===== src/rtl/drac_pkg.sv =====
// Shared types for the dcache response path: per-tag load metadata and access size encoding.
package drac_pkg;

  typedef enum logic [1:0] {
    LD_B = 2'd0,
    LD_H = 2'd1,
    LD_W = 2'd2,
    LD_D = 2'd3
  } ld_size_t;

  typedef struct packed {
    ld_size_t   size;
    logic       is_unsigned;
    logic [2:0] offset;
    logic       store;
    logic       fp32;
  } dcache_ld_meta_t;

  localparam int DCACHE_TAG_W  = 7;
  localparam int DCACHE_DATA_W = 64;
  localparam int DCACHE_CNT_W  = 8;

  function automatic dcache_ld_meta_t make_ld_meta(input logic [1:0] size, input logic is_unsigned,
                                                   input logic [2:0] offset, input logic store,
                                                   input logic fp32);
    dcache_ld_meta_t m;
    m.size        = ld_size_t'(size);
    m.is_unsigned = is_unsigned;
    m.offset      = offset;
    m.store       = store;
    m.fp32        = fp32;
    return m;
  endfunction

endpackage


===== src/rtl/dcache_load_align.sv =====
// Combinational load formatter: shifts the returned doubleword to the access offset,
// then sign/zero-extends to the access size or NaN-boxes single-precision loads.
module dcache_load_align
  import drac_pkg::*;
#(
  parameter int DATA_W = 64
) (
  input  logic [DATA_W-1:0] raw,
  input  dcache_ld_meta_t   meta,
  output logic [DATA_W-1:0] result
);

  logic [2:0]        eff_off;
  logic [DATA_W-1:0] shifted;
  logic              sext;

  always_comb begin
    eff_off = 3'd0;
    case (meta.size)
      LD_B:    eff_off = meta.offset;
      LD_H:    eff_off = {meta.offset[2:1], 1'b0};
      LD_W:    eff_off = {meta.offset[2], 2'b00};
      default: eff_off = 3'd0;
    endcase
  end

  assign shifted = raw >> {eff_off, 3'b000};
  assign sext    = ~meta.is_unsigned;

  always_comb begin
    result = shifted;
    case (meta.size)
      LD_B:    result = {{(DATA_W-8){sext & shifted[7]}}, shifted[7:0]};
      LD_H:    result = {{(DATA_W-16){sext & shifted[15]}}, shifted[15:0]};
      LD_W:    result = {{(DATA_W-32){sext & shifted[31]}}, shifted[31:0]};
      default: result = shifted;
    endcase
    // single-precision values live NaN-boxed in the 64-bit FP register file
    if (meta.fp32) begin
      result = {{(DATA_W-32){1'b1}}, shifted[31:0]};
    end
  end

endmodule


===== src/rtl/dcache_rsp_formatter.sv =====
// Tracks metadata of accepted dcache requests by tag and turns each response into one
// registered, writeback-ready result; counts outstanding requests and flags protocol errors.
module dcache_rsp_formatter
  import drac_pkg::*;
#(
  parameter int TAG_W  = DCACHE_TAG_W,
  parameter int DATA_W = DCACHE_DATA_W,
  parameter int CNT_W  = DCACHE_CNT_W
) (
  input  logic              clk_i,
  input  logic              rstn_i,
  input  logic              req_fire_i,
  input  logic [TAG_W-1:0]  req_tag_i,
  input  logic [1:0]        req_size_i,
  input  logic              req_unsigned_i,
  input  logic [2:0]        req_offset_i,
  input  logic              req_is_store_i,
  input  logic              req_is_fp32_i,
  input  logic              flush_i,
  input  logic              rsp_valid_i,
  input  logic [TAG_W-1:0]  rsp_tag_i,
  input  logic [DATA_W-1:0] rsp_data_i,
  output logic              out_valid_o,
  output logic [TAG_W-1:0]  out_tag_o,
  output logic [DATA_W-1:0] out_data_o,
  output logic              out_is_store_o,
  output logic [CNT_W-1:0]  inflight_o,
  output logic              err_o
);

  localparam int DEPTH = 2 ** TAG_W;
  localparam logic [CNT_W-1:0] CNT_MAX = '1;

  logic [DEPTH-1:0] valid_q;
  logic [DEPTH-1:0] killed_q;
  dcache_ld_meta_t  meta_q [DEPTH];

  dcache_ld_meta_t   req_meta;
  dcache_ld_meta_t   rsp_meta;
  logic [DATA_W-1:0] aligned;
  logic              rsp_hit;
  logic              rsp_deliver;
  logic              rsp_orphan;
  logic              req_dup;
  logic              cnt_inc;
  logic              cnt_dec;

  assign req_meta    = make_ld_meta(req_size_i, req_unsigned_i, req_offset_i,
                                    req_is_store_i, req_is_fp32_i);
  assign rsp_meta    = meta_q[rsp_tag_i];
  assign rsp_hit     = rsp_valid_i & valid_q[rsp_tag_i];
  assign rsp_deliver = rsp_hit & ~killed_q[rsp_tag_i];
  assign rsp_orphan  = rsp_valid_i & ~valid_q[rsp_tag_i];
  // a tag retired by a response in the same cycle may be legally reissued
  assign req_dup     = req_fire_i & valid_q[req_tag_i] &
                       ~(rsp_valid_i & (rsp_tag_i == req_tag_i));
  assign cnt_inc     = req_fire_i & ~req_dup;
  assign cnt_dec     = rsp_hit;

  dcache_load_align #(
    .DATA_W (DATA_W)
  ) u_align (
    .raw    (rsp_data_i),
    .meta   (rsp_meta),
    .result (aligned)
  );

  // later assignments win: flush, then response retire, then new request
  always_ff @(posedge clk_i or negedge rstn_i) begin
    if (!rstn_i) begin
      valid_q  <= '0;
      killed_q <= '0;
    end else begin
      if (flush_i) begin
        killed_q <= killed_q | valid_q;
      end
      if (rsp_valid_i) begin
        valid_q[rsp_tag_i]  <= 1'b0;
        killed_q[rsp_tag_i] <= 1'b0;
      end
      if (req_fire_i) begin
        valid_q[req_tag_i]  <= 1'b1;
        killed_q[req_tag_i] <= 1'b0;
      end
    end
  end

  always_ff @(posedge clk_i) begin
    if (req_fire_i) begin
      meta_q[req_tag_i] <= req_meta;
    end
  end

  always_ff @(posedge clk_i or negedge rstn_i) begin
    if (!rstn_i) begin
      out_valid_o    <= 1'b0;
      out_tag_o      <= '0;
      out_data_o     <= '0;
      out_is_store_o <= 1'b0;
    end else begin
      out_valid_o <= rsp_deliver;
      if (rsp_deliver) begin
        out_tag_o      <= rsp_tag_i;
        out_data_o     <= rsp_meta.store ? '0 : aligned;
        out_is_store_o <= rsp_meta.store;
      end
    end
  end

  always_ff @(posedge clk_i or negedge rstn_i) begin
    if (!rstn_i) begin
      inflight_o <= '0;
      err_o      <= 1'b0;
    end else begin
      if (cnt_inc && !cnt_dec && inflight_o != CNT_MAX) begin
        inflight_o <= inflight_o + 1'b1;
      end else if (cnt_dec && !cnt_inc && inflight_o != '0) begin
        inflight_o <= inflight_o - 1'b1;
      end
      if (rsp_orphan || req_dup) begin
        err_o <= 1'b1;
      end
    end
  end

endmodule

===== config.mk =====
export PLATFORM = sky130hd
export DESIGN_NAME = dcache_rsp_formatter
export DESIGN_NICKNAME = d
export VERILOG_FILES = /design/src/rtl/drac_pkg.sv /design/src/rtl/dcache_load_align.sv /design/src/rtl/dcache_rsp_formatter.sv
export SDC_FILE = /design/constraint.sdc
export NUM_CORES = 2
export LEC_CHECK = 0
export CORE_ASPECT_RATIO = 1.25
export CORE_MARGIN = 8
export CORE_UTILIZATION = 30
export CTS_CLUSTER_SIZE = 28
export DETAILED_ROUTE_END_ITERATION = 7
export HOLD_SLACK_MARGIN = 0.15
export PLACE_DENSITY = 0.51
export SLEW_MARGIN = 10
export SYNTH_ARGS = -nofsm -noshare
export SYNTH_HDL_FRONTEND = slang
export SYNTH_SLANG_ARGS = --single-unit

===== constraint.sdc =====
create_clock -name clk_i -period 4.6 [get_ports clk_i]
set_input_delay 0.46 -clock clk_i [delete_from_list [all_inputs] [get_ports clk_i]]
set_output_delay 0.46 -clock clk_i [all_outputs]
set_load 0.05 [all_outputs]

Word level (Yosys, flattened, before mapping). Memory sizes are Yosys's and may differ from the RTL's. Index checks and enable logic that the tools add are counted.

Output and inout bits: 82. Memories kept: 1. Bits of input ports: 91. Bits in writable memories: 1024. Word-level logic and storage cells: 77. Flip-flop bits (word level): 338.

Memory list: meta_q (words 128, width 8, rd ports 1, clocked after Yosys merged registers in 0, wr ports 1, line dcache_rsp_formatter.sv:36) `dcache_ld_meta_t meta_q [DEPTH];`.

$lt $le $gt $ge: 4. Mux-type cells: 23. Add/sub/neg operators: 2. Shifts and indexed selects: 1. Bitwise gates (word level): 22. Equality and inequality tests: 4. Reductions and logical operators: 12.

Operators by type and width (number): $mux 128 (5); $and 128x128->128 (3); $not 128->128 (2); $or 128x128->128 (2); $pmux 64 s3 (1); $mux 64 (2); $shr 64x6->64 (1); $bmux 1 s7 (3); $lt 7x8->1 const B (2); $mux 8 (2); $demux 1 s7 (2); $ge 7x1->1 const B (2); $and 1x1->1 (10); $pmux 3 s3 (1); $add 8x1->8 const B (1); $ne 8x8->1 const B (1); $reduce_bool 8->1 (1); $sub 8x1->8 const B (1); $eq 7x7->1 (1); $mux 1 (7); $logic_and 1x1->1 (6); $not 1->1 (5); $eq 2x1->1 const B (1); $eq 2x2->1 const B (1); 4 further kinds (5).

Logic depth before layout (Yosys ltp).
Word-level depth: 11. Depth in mapped cells: 26. Mapped depth without buffers: 17.

Cells and area by module. Synthesis repeated with hierarchy kept, for this count alone.

Cells, all modules: 4090. Area total of the unflattened synthesis: 57291.2 µm².

By module, submodules not included: dcache_rsp_formatter (instances 1, cells an instance 3755, seq. area each 39207.6 µm², area an instance 54686.2 µm²); dcache_load_align (instances 1, cells an instance 335, seq. area each 0.0 µm², area an instance 2605.0 µm²).

Least setup slack after synthesis. OpenSTA, ideal clock, no wires.

Kind: input -> register. Start: in req_tag_i[0]. End: reg inflight_o[7]. Stages: 19. Arrival time: 5.249 ns. Slack: -0.791 ns. Buffers on the path: 2. Library setup time: 0.142 ns. Required time: 4.458 ns. Cell sequence: clkbuf_1 buf_1 mux4_2 mux4_2 mux4_2 mux2_2 o211ai_1 o2111a_1 inv_1 ha_1 a21oi_1 nand2_1 and2_1 o21a_1 o21ai_0 nand2b_1 a21oi_1 mux2i_1 xnor2_1.

Word-level cells in the longest chain between the ends: 10. Elaborated cells on any way between the ends: 16. Classes of those cells: eq/ne (1); mux (3); bitwise (6); reduce/logical (6).

Ends and longest elaborated chain: start: declaration (line dcache_rsp_formatter.sv:13) `input logic [TAG_W-1:0] req_tag_i,`; $bmux 1 s7 or $eq 7x7->1 (tied branches) (line dcache_rsp_formatter.sv:55, dcache_rsp_formatter.sv:56); $mux 1 (not written as such) or $and 1x1->1 (tied branches) (line dcache_rsp_formatter.sv:55, dcache_rsp_formatter.sv:56); $and 1x1->1 or $not 1->1 (tied branches) (line dcache_rsp_formatter.sv:55, dcache_rsp_formatter.sv:56); $and 1x1->1 * (line dcache_rsp_formatter.sv:55) `assign req_dup = req_fire_i & valid_q[req_tag_i] &`; $not 1->1 * (line dcache_rsp_formatter.sv:57) `assign cnt_inc = req_fire_i & ~req_dup;`; $and 1x1->1 * (line dcache_rsp_formatter.sv:57); $logic_not 1->1 (line dcache_rsp_formatter.sv:117) `end else if (cnt_dec && !cnt_inc && inflight_o != '0) begin`; $logic_and 1x1->1 (2 in series) (line dcache_rsp_formatter.sv:117); $reduce_bool 2->1 (no line); end signal: assignment (line dcache_rsp_formatter.sv:116) `inflight_o <= inflight_o + 1'b1;`; end signal: assignment (line dcache_rsp_formatter.sv:118) `inflight_o <= inflight_o - 1'b1;`; end: declaration (line dcache_rsp_formatter.sv:27) `output logic [CNT_W-1:0] inflight_o,`.

Mark *: on every way between the ends. The rest lies on a longest branch, timed or not. The select of a mux whose other input is x is not followed. A chain may end at the register's enable or synchronous reset.

Final worst setup path.
Start: mem meta_q[101][7] (netlist name). End: reg out_data_o[44].

Word-level cells in the longest chain between the ends: 8. Elaborated cells on any way between the ends: 12. Classes of those cells: eq/ne (2); shift (1); mux (4); bitwise (3); reduce/logical (1); memory (1).

Ends and longest elaborated chain: start: declaration (line dcache_rsp_formatter.sv:36); $mem_v2 128x8 *; $eq 2x2->1, or another cell as far along (line dcache_load_align.sv:19, dcache_load_align.sv:32); $pmux 3 s3 (line dcache_load_align.sv:19) `case (meta.size)`; $shr 64x6->64 (line dcache_load_align.sv:27) `assign shifted = raw >> {eff_off, 3'b000};`; $and 1x1->1, on equally long branches (line dcache_load_align.sv:35, dcache_load_align.sv:33, dcache_load_align.sv:34); $pmux 64 s3 * (line dcache_load_align.sv:32) `case (meta.size)`; $mux 64 * (line dcache_load_align.sv:39) `if (meta.fp32) begin`; $mux 64 * (line dcache_rsp_formatter.sv:104) `out_data_o <= rsp_meta.store ? '0 : aligned;`; end signal: assignment (line dcache_rsp_formatter.sv:104); end: declaration (line dcache_rsp_formatter.sv:25) `output logic [DATA_W-1:0] out_data_o,`.

Mark *: on every way between the ends. The rest lies on a longest branch, timed or not.

==> impl_metrics.csv <==
group,metric,value,unit
synth,synth_top_area_share,52.4,%
power,intPower,0.0229,W
power,power_frac_comb,18.5,%
synth,synth_top_family_by_area,"multiplexers",
synth,synth_top_area_cell,"edfxtp_1",
final_layout,fin_nets,4329,
placement,hpwl,139000,µm
detailed_routing,wl,199000,µm
final_layout,mostFrequentLayoutCells,"1024 x edfxtp_1, 575 x buf_4, 369 x mux4_2",
sta,post-route-period-util,98.1,%
synth,synth_compound_area_share,8.35,%
synth,synth_cell_types,73,
sta,rsz0062_at_grt,"false",
setup_path,r2r_slack,0.09,ns
global_route,grt_pass1_wl,284000,µm
die,fp.dieArea,0.210,mm²
setup_path,rr_endpoint,"out_data_o[44]",
power,peakVddDrop,0.000374,V
hold_path,timing.hold.worst.class,"in2reg",
synth,synth_seq_area_share,66.9,%
clock_network,clk_pin_slew_worst_paths,0.06,ns
clock_network,cts-root-buf,"clkbuf_16",
synth,synthCells,3578,
final_layout,nFillCells,18200,
setup_path,reg2reg_depth,12,
setup_path,crit_fanout,26,
clock_network,clock_latency,0.80,ns
final_layout,mostFrequentLayoutCell,"edfxtp_1",
clock_network,cts_tree,"done",
global_route,antenna_found_initial,8,
setup_path,r2r_start,"meta_q[101][7]",
job,cap_violations,0,
placement,place_area,0.0675,mm²
sta,maxSlewHeadroom,22.9,%
synth,synthMuxAreaShare,18.0,%
sta,fmax,0.222,GHz
sta,setup_ws,0.0858,ns
synth,ys_ff_latch,1362,
sta,hold_viol,0,
placement,dp_slack,-0.715,ns
synth,synth_edf_count,1024,
synth,syn_nets,3677,
final_layout,fin_area,0.0723,mm²
placement,place_congestion,0.963,
sta,setup_viol,0,
setup_path,critPathLaunchType,"flip-flop",
final_layout,areaGrowthSynthToFinish,23.3,%
global_route,track_usage,18.5,%
sta,layout_min_cycle_time,4.51,ns
final_layout,fin_cells,6911,
power,p_sw_share,28.5,%
global_route,grt_pass1_vias,38000,
setup_path,critPathLaunch,"meta_q[101][7]",
synth,dominantRegCellSynth,"edfxtp_1",
synth,syn_area_per_cell,16.4,µm²
synth,async_reset_ff_share,24.8,%
detailed_routing,drtIter0Drc,3845,
global_route,grt_remaining_overflow,0,
synth,synth-simple-area-share,4.20,%
hold_path,min_from,"req_offset_i[1]",
placement,dp_cells,6639,
clock_network,clock_sinks,1362,
placement,port_buffers,172,
setup_path,crit_required,5.26,ns
sta,clock_skew,0.0275,ns
sta,tightest_slew,1.15,ns
synth,synthTopCellsByArea,"edfxtp_1 52%, dfrtp_1 14%, mux4_2 14%, mux2i_1 2.9%, o21ai_0 2.7%",
power,leakage,25.2,nW
detailed_routing,postRouteAntennaNets,0,
detailed_routing,wl_per_cell,28.8,µm
setup_path,cp-endpoint,"out_data_o[44]",
setup_path,crit_arrival,5.18,ns
clock_network,clockBufferDepth,3,
final_layout,seq_area,0.0392,mm²
sta,tns,0,ns
synth,ys_warn_count,0,
detailed_routing,drcViolationCount,0,
final_layout,postLayoutCoreUtil,37.2,%
synth,synth_fa_ha_area_share,0.184,%
final_layout,multiInputGateArea,0.0183,mm²
die,die_w,411,µm
power,clockPowerShare,35.8,%
final_layout,drive_above_1_share,29.8,%
die,initial_core_util,30.2,%
detailed_routing,vias_per_cell,5.36,
synth,synth_xor_area_share,0.194,%
die,row_count,181,
clock_network,ctsHtreeMaxLevel,4,
status,status,"complete, no violations",
clock_network,cts_buffers,139,
detailed_routing,dr.pass1.iters,6,
global_route,grt_max_degree,129,
die,chipHeight,510,µm
power,power.density,443,mW/mm²
power,p_seq_share,45.7,%
detailed_routing,vias,37100,
sta,timing.final.max_slew_violations,0,
setup_path,critPathCaptureType,"flip-flop",
die,core_area,0.194,mm²
setup_path,worst-setup-path-type,"reg2reg",
power,net-switching-power,0.00913,W
synth,synth_area,0.0586,mm²
die,num_io_pins,173,
## power groups by stage
| stage | combinational, W | clock (W) | sequential, W |
|---|---|---|---|
| 3_5_place_dp | 0.00589 | 0 | 0.0149 |
| 3_3_place_gp | 0.00584 | 0 | 0.0149 |
| 2_1_floorplan | 0.00239 | 0 | 0.0157 |
| 4_1_cts | 0.00591 | 0.0118 | 0.0146 |
| 5_1_grt | 0.00628 | 0.0122 | 0.0147 |
| 6_report | 0.00593 | 0.0115 | 0.0146 |
## logic make-up after synthesis
| family | after synthesis |
|---|---|
| flip-flops | 1362 |
| AO/OA/AOI/OAI | 807 |
| multiplexers | 585 |
| AND/OR/NAND/NOR | 517 |
| buffers and inverters | 286 |
| XOR/XNOR | 13 |
| adder cells (fa/ha/maj) | 8 |
## cells in the mapped netlist (3+ instances only)
cell type	count
clkbuf_1	166
a21oi_1	167
mux2i_1	169
mux4_2	369
nand2b_1	11
o221ai_1	4
o22ai_1	59
nor3_1	12
mux2_2	46
edfxtp_1	1024
inv_1	7
o311ai_0	7
nand4_1	12
buf_1	22
or4b_1	16
o21ai_1	13
a211o_1	17
a32oi_1	7
buf_2	56
a22o_1	8
a32o_1	17
o21ai_0	316
ha_1	7
a311oi_1	7
a31oi_1	5
a211oi_1	138
nor2b_1	18
buf_4	24
or4b_2	3
nor2_1	214
a221oi_1	4
nand3_1	43
a41oi_1	3
buf_6	8
xnor2_1	11
nor4b_1	16
nand2_1	131
or2_2	5
o31ai_1	10
nor4_1	5
dfrtp_1	338
and3_1	3
and2_1	15
a22oi_1	7
## state kept, by name (all words and copies together), names as in the netlist
register        flops
meta_q           1024
valid_q           128
killed_q          128
err_o               1
inflight_o          8
out_data_o         64
out_is_store_o      1
out_tag_o           7
out_valid_o         1
## worst min path at each step
stage                          end  cells past startpoint
global placement      out_tag_o[6]                      2
CTS                   out_tag_o[6]                      4
detailed placement    out_tag_o[4]                      2
finish              meta_q[109][3]                      1
floorplan                    err_o                      0
global route          out_tag_o[6]                      4
## worst max-delay path, cell delays in order (launching register included)
cell and delay, ns:
edfxtp_1 0.41, mux4_2 0.48, mux4_2 0.56, mux4_2 0.59, mux2_4 0.32, nor4_4 0.18
buf_4 0.19, mux2_4 0.32, o311ai_4 0.26, a31oi_4 0.09, buf_12 0.19, or4b_1 0.53
a32o_1 0.25
## metal layers
metal	vias up	share of wire [%]	global-route usage, %
met5	-	0.0065	0
li1	15700	-	-
met3	438	6.2	3.42
met4	2	5.8	9.65
met1	19300	39	22.4
met2	1533	49	31.4
## area by class of cell
cell class              instances  share of cell area [%]
multi-input cells            1930                    25.3
repair buffers                787                    9.56
clock buffers                 186                    5.29
diodes                          5                  0.0173
well taps                    2562                    4.44
flip-flops and latches       1362                    54.3
inverters                      10                  0.0519
clock inverters                69                    1.09
## metrics by stage
step	power [W]	hold slack, ns
global placement	0.0207	0.460
finish	0.0320	0.225
floorplan	0.0181	0.164
CTS	0.0323	0.177
detailed placement	0.0208	0.467
global route	0.0331	0.217
## what timing repair did
action / in CTS / in global routing
setup buffers: 0 / 9
pin swaps: 1 / 3
setup endpoints to repair: 15 / 1
resized for setup: 2 / 6
endpoints found under the hold margin: 111 / 0
gates cloned: 0 / 0
hold buffers: 3 / 0
(Power assumes the default switching activity.)
